[src/rtl/spi_frame_slave.sv]
// SPI frame slave: receives WIDTH-bit words on mosi, frames them by ss, and
// (with SPI_FRAME_SLAVE_TX_EN defined) returns buffered words on miso.
// sclk, ss and mosi are asynchronous and oversampled by clk (clk >= 8x sclk).
// Ports:
//   clk, rst          system clock, synchronous active-high reset
//   sclk, ss, mosi    SPI bus inputs (ss active-low)
//   miso              SPI serial data out (0 in IDLE / when TX disabled)
//   rx_data/rx_valid  last complete word and its one-cycle strobe
//   sot               with rx_valid, marks the first word of a frame
//   eot               one-cycle strobe at frame end
//   word_count        words received in the current/last frame
//   tx_data/tx_valid/tx_ready  single-word transmit buffer handshake
//   underrun          sticky: a tx word was needed while the buffer was empty
// Macro SPI_FRAME_SLAVE_TX_EN enables the transmit buffer and miso path.
module spi_frame_slave #(
  parameter int unsigned WIDTH       = 8,
  parameter int unsigned CPOL        = 0,
  parameter int unsigned CPHA        = 0,
  parameter int unsigned MSB_FIRST   = 1,
  parameter int unsigned SYNC_STAGES = 2,
  parameter int unsigned CNT_W       = 16
) (
  input  logic             clk,
  input  logic             rst,
  input  logic             sclk,
  input  logic             ss,
  input  logic             mosi,
  output logic             miso,
  output logic [WIDTH-1:0] rx_data,
  output logic             rx_valid,
  output logic             sot,
  output logic             eot,
  output logic [CNT_W-1:0] word_count,
  input  logic [WIDTH-1:0] tx_data,
  input  logic             tx_valid,
  output logic             tx_ready,
  output logic             underrun
);

  localparam int unsigned BC_W = $clog2(WIDTH + 1);

  typedef enum logic {IDLE, ACTIVE} state_t;

  state_t state, state_nx;

  logic [SYNC_STAGES-1:0] sclk_sync, ss_sync, mosi_sync;
  logic sclk_q, ss_q;
  logic sclk_s, ss_s, mosi_s;
  logic sclk_rise, sclk_fall, sample_edge;
  logic ss_fall, ss_rise;
  logic enter, leave;

  logic [WIDTH-1:0] rx_sr, rx_nx;
  logic [BC_W-1:0]  bit_cnt;
  logic             first_word;

  // Input synchronisers plus one delay flop for edge detection
  always_ff @(posedge clk) begin
    if (rst) begin
      sclk_sync <= '0;
      ss_sync   <= '0;
      mosi_sync <= '0;
      sclk_q    <= 1'b0;
      ss_q      <= 1'b0;
    end else begin
      sclk_sync <= {sclk_sync[SYNC_STAGES-2:0], sclk};
      ss_sync   <= {ss_sync[SYNC_STAGES-2:0], ss};
      mosi_sync <= {mosi_sync[SYNC_STAGES-2:0], mosi};
      sclk_q    <= sclk_sync[SYNC_STAGES-1];
      ss_q      <= ss_sync[SYNC_STAGES-1];
    end
  end

  assign sclk_s      = sclk_sync[SYNC_STAGES-1];
  assign ss_s        = ss_sync[SYNC_STAGES-1];
  assign mosi_s      = mosi_sync[SYNC_STAGES-1];
  assign sclk_rise   = sclk_s & ~sclk_q;
  assign sclk_fall   = ~sclk_s & sclk_q;
  assign sample_edge = (CPOL == CPHA) ? sclk_rise : sclk_fall;
  // Sync flops clear to 0, so a released ss after reset looks like a rise, never a fall
  assign ss_fall     = ~ss_s & ss_q;
  assign ss_rise     = ss_s & ~ss_q;

  // Frame state register
  always_ff @(posedge clk) begin
    if (rst) state <= IDLE;
    else     state <= state_nx;
  end

  // Frame next-state logic
  always_comb begin
    state_nx = state;
    enter    = 1'b0;
    leave    = 1'b0;
    case (state)
      IDLE:    if (ss_fall) begin state_nx = ACTIVE; enter = 1'b1; end
      ACTIVE:  if (ss_rise) begin state_nx = IDLE;   leave = 1'b1; end
      default: state_nx = IDLE;
    endcase
  end

  assign rx_nx = (MSB_FIRST != 0) ? {rx_sr[WIDTH-2:0], mosi_s} : {mosi_s, rx_sr[WIDTH-1:1]};

  // Receive shifter, word strobe and frame counters
  always_ff @(posedge clk) begin
    if (rst) begin
      rx_sr      <= '0;
      bit_cnt    <= '0;
      first_word <= 1'b0;
      rx_data    <= '0;
      rx_valid   <= 1'b0;
      sot        <= 1'b0;
      eot        <= 1'b0;
      word_count <= '0;
    end else begin
      rx_valid <= 1'b0;
      sot      <= 1'b0;
      eot      <= leave;
      if (enter) begin
        rx_sr      <= '0;
        bit_cnt    <= '0;
        first_word <= 1'b1;
        word_count <= '0;
      end else if (state == ACTIVE && !leave && sample_edge) begin
        rx_sr <= rx_nx;
        if (bit_cnt == BC_W'(WIDTH - 1)) begin
          bit_cnt    <= '0;
          rx_data    <= rx_nx;
          rx_valid   <= 1'b1;
          sot        <= first_word;
          first_word <= 1'b0;
          word_count <= word_count + CNT_W'(1);
        end else begin
          bit_cnt <= bit_cnt + BC_W'(1);
        end
      end
    end
  end

`ifdef SPI_FRAME_SLAVE_TX_EN
  logic             shift_edge, act_shift, need_word, take, empty_now;
  logic [WIDTH-1:0] tx_buf, tx_sr, tx_word, src, src_shift;
  logic [BC_W-1:0]  tx_cnt;
  logic             src_bit;

  assign shift_edge = (CPOL == CPHA) ? sclk_fall : sclk_rise;
  assign act_shift  = (state == ACTIVE) && !leave && shift_edge;
  // tx_cnt counts bits of the current word already on miso; WIDTH means reload
  assign need_word  = enter || (act_shift && tx_cnt == BC_W'(WIDTH));
  assign take       = tx_valid & tx_ready;
  // A word offered in the reload cycle bypasses the buffer
  assign tx_word    = !tx_ready ? tx_buf : (take ? tx_data : '0);
  assign empty_now  = tx_ready & ~take;
  assign src        = need_word ? tx_word : tx_sr;
  assign src_bit    = (MSB_FIRST != 0) ? src[WIDTH-1] : src[0];
  assign src_shift  = (MSB_FIRST != 0) ? (src << 1) : (src >> 1);

  // Transmit buffer, shift register and miso
  always_ff @(posedge clk) begin
    if (rst) begin
      tx_buf   <= '0;
      tx_ready <= 1'b1;
      tx_sr    <= '0;
      tx_cnt   <= '0;
      miso     <= 1'b0;
      underrun <= 1'b0;
    end else begin
      if (need_word)  tx_ready <= 1'b1;
      else if (take) begin
        tx_buf   <= tx_data;
        tx_ready <= 1'b0;
      end
      if (need_word) underrun <= (enter ? 1'b0 : underrun) | empty_now;
      if (enter && CPHA != 0) begin
        // CPHA=1: first bit appears on the first shift edge
        tx_sr  <= tx_word;
        miso   <= 1'b0;
        tx_cnt <= '0;
      end else if (enter || act_shift) begin
        tx_sr  <= src_shift;
        miso   <= src_bit;
        tx_cnt <= need_word ? BC_W'(1) : tx_cnt + BC_W'(1);
      end else if (leave || state == IDLE) begin
        miso <= 1'b0;
      end
    end
  end
`else
  logic unused_tx;
  assign unused_tx = ^{tx_data, tx_valid};
  assign miso      = 1'b0;
  assign tx_ready  = 1'b0;
  assign underrun  = 1'b0;
`endif

endmodule

[config.mk]
export PLATFORM = sky130hd
export DESIGN_NAME = spi_frame_slave
export DESIGN_NICKNAME = d
export VERILOG_FILES = /design/src/rtl/spi_frame_slave.sv
export SDC_FILE = /design/constraint.sdc
export NUM_CORES = 1
export LEC_CHECK = 0
export CORE_UTILIZATION = 44
export DETAILED_ROUTE_END_ITERATION = 16
export GPL_TIMING_DRIVEN = 0
export PLACE_DENSITY = 0.81
export SYNTH_ARGS = -nofsm -noshare
export SYNTH_HDL_FRONTEND = slang
export SYNTH_SLANG_ARGS = --single-unit
[constraint.sdc]
create_clock -name clk -period 1.7 [get_ports clk]
set_input_delay 0.255 -clock clk [delete_from_list [all_inputs] [get_ports clk]]
set_output_delay 0.255 -clock clk [all_outputs]
set_load 0.02 [all_outputs]
==> results.sh <==
export IMPL_rsz0062_at_grt="yes"
export IMPL_grt_pass1_vias=1595
export IMPL_worst_slack_ps=-29.2
export IMPL_clockBufferDepth=2
export IMPL_crit_start="bit_cnt[0]"
export IMPL_worstSetupEndpointType="flop"
export IMPL_ys_ff_latch=48
export IMPL_dr_pass1_iters=4
export IMPL_synth_avg_cell_area_um2=8.71
export IMPL_fin_area_mm2=0.00261
export IMPL_via_per_inst=5.37
export IMPL_fillers=352
export IMPL_dpl_cell_area_mm2=0.00226
export IMPL_ys_seq_area_frac=0.511
export IMPL_die_y_um=67.4
export IMPL_max_cap_violations=0
export IMPL_wl_um=4210
export IMPL_p_leak_nw=0.943
export IMPL_synth_top_cells_by_area="dfxtp_1, a21oi_1, nand2_1, o31ai_1, or4_1"
export IMPL_fin_crit_sh=1.02
export IMPL_netlist_top_cell_by_area="dfxtp_1"
export IMPL_syn_inst=216
export IMPL_htreeDepth=2
export IMPL_worstHoldStart="rst"
export IMPL_antenna_found_initial=0
export IMPL_start_util=0.464
export IMPL_yosysUniqueCellTypes=34
export IMPL_dpl_hpwl_um=2550
export IMPL_fin_hold_ws_ps=308
export IMPL_antenna_left=0
export IMPL_outcome="finished, violations left"
export IMPL_wl_met3_um=178
export IMPL_wirelength_met1_um=1810
export IMPL_cts_tree="built"
export IMPL_rows=23
export IMPL_min_path_type="in -> reg"
export IMPL_die_area_mm2=0.00454
export IMPL_num_nets_final=284
export IMPL_diodes=0
export IMPL_slew_viol_final=0
export IMPL_setup_viol=2
export IMPL_highest_layer="met4"
export IMPL_grt_max_degree=16
export IMPL_p_per_area_mw_per_mm2=790
export IMPL_synthesis_area_mm2=0.00188
export IMPL_hold_buffers=0
export IMPL_cp_start_kind="flop"
export IMPL_violations="setup timing"
export IMPL_worst_clock_skew_ps=3.39
export IMPL_ios=44
export IMPL_layout_common_cells="dfxtp_1, nand2_1, clkdlybuf4s50_1"
export IMPL_overflow=0
export IMPL_min_period_ps=1730
export IMPL_gp_congestion=0.808
export IMPL_die_w_um=67.4
export IMPL_syn_to_final_growth_pct=38.8
export IMPL_finalSetupTns_ps=-53.2
export IMPL_drtIter0Drc=96
export IMPL_ys_warn_count=0
export IMPL_clk_latency_ps=300
export IMPL_groute_usage_overall=0.191
export IMPL_utilization=0.644
export IMPL_fmax_ghz=0.578
export IMPL_netlist_area_leader_share=0.511
export IMPL_cts_root_buf="clkbuf_8"
export IMPL_met2_length_um=2120
export IMPL_peakVddDrop_uv=551
export IMPL_num_vias=1714
export IMPL_critPathKind="reg -> reg"
export IMPL_cp_required_ps=1940
export IMPL_io_buffers=30
export IMPL_clk_pin_slew_ps=90
export IMPL_core_area_mm2=0.00406
export IMPL_r2r_start="bit_cnt[0]"
export IMPL_rrSetupSlack_ps=-30
export IMPL_hold_viol=0
export IMPL_drcViolationCount=0
export IMPL_drive_gt1_frac=0.234
export IMPL_grt_pass1_wl_um=6540
export IMPL_cts_sinks=48
export IMPL_final_common_cell="dfxtp_1"
export IMPL_worstPathArrival_ps=1970
export IMPL_cts_inserted_buffers=5
export IMPL_wl_per_cell_um=13.2
export IMPL_cp_max_fo=5
==> report_power, final <==
group	switching [mW]	internal, mW	leakage, nW
Sequential	0.00441	1.13	0.392
Combinational	0.0355	0.0236	0.489
Clock	0.388	0.481	0.0614
==> per-layer routing <==
| metal | track usage | vias to the layer above |
|---|---|---|
| met5 | 0 | - |
| met4 | 0.106 | 0 |
| met3 | 0.0405 | 11 |
| met2 | 0.334 | 43 |
| met1 | 0.214 | 822 |
| li1 | - | 838 |
==> timing repair <==
item,in CTS,in global routing
gates resized for setup,16,20
pin swaps,10,2
setup endpoints to repair,25,30
gates cloned,1,0
buffers inserted,10,5
==> cell type report <==
class,instances,area [µm²],area share
Timing Repair Buffer,46,429,0.164
Clock inverter,2,38.8,0.0149
Inverter,3,11.3,0.00431
Sequential cell,48,972,0.372
Tap cell,50,62.6,0.0240
Clock buffer,6,82.6,0.0316
Buffer,15,113,0.0431
Multi-Input combinational cell,149,902,0.345
==> final timing paths <==
path,to,cells past startpoint
worst max register to register,word_count[9],7
worst min-delay path,sclk_q,2
worst min register to register,sclk_sync[1],1
worst max-delay path,word_count[9],7
==> metrics by stage <==
step	std cells	setup slack (ps)	power (mW)
floorplan	218	25.4	1.20
global placement	298	-157	1.22
detailed placement	298	-238	1.22
CTS	317	-17.4	2.07
global route	319	-140	2.13
finish	319	-29.2	2.06
==> logic make-up after synthesis <==
| group | Yosys count | share of synthesized area |
|---|---|---|
| AND/OR/NAND/NOR | 93 | 0.257 |
| adder cells (fa/ha/maj) | 2 | 0.0133 |
| buffers and inverters | 21 | 0.0578 |
| other | 1 | 0.00199 |
| flip-flops | 48 | 0.511 |
| XOR/XNOR | 4 | 0.0186 |
| AO/OA/AOI/OAI | 46 | 0.135 |
| multiplexers | 1 | 0.00532 |
==> registers in the layout, summed over array words and instances, names as in the netlist, 2 cells and up <==
| register | flops |
|---|---|
| bit_cnt | 4 |
| mosi_sync | 2 |
| rx_data | 8 |
| rx_sr | 7 |
| sclk_sync | 2 |
| ss_sync | 2 |
| word_count | 16 |
==> critical path: stages (launching register included) <==
cell and delay, ps:
dfxtp_2 370, ha_4 130, and3b_1 160, buf_6 110, nand4_1 170, buf_4 200, or4_4 410, a21oi_2 120
==> cells in the mapped netlist <==
cell type  count
or2_2          1
a21oi_2        1
nor3b_1        1
or2_0          1
clkbuf_1       7
nand2b_1       1
ha_1           2
buf_1          2
nor2_1         8
conb_1         1
buf_6          1
buf_4          5
and4_1         1
nor2b_1        8
a21oi_1       31
or3_2          2
and3_1         2
o31ai_1        7
xor2_1         2
inv_1          3
nand2_1       39
dfxtp_1       48
o21bai_1       1
or4_4          1
buf_2          3
xnor2_1        2
nand4_1        6
or3_1          3
o21ai_0        6
and3b_1        3
mux2i_1        1
nand3_1        6
or4_1          7
and2_1         3
No activity file was read; power rests on OpenSTA's default activity.
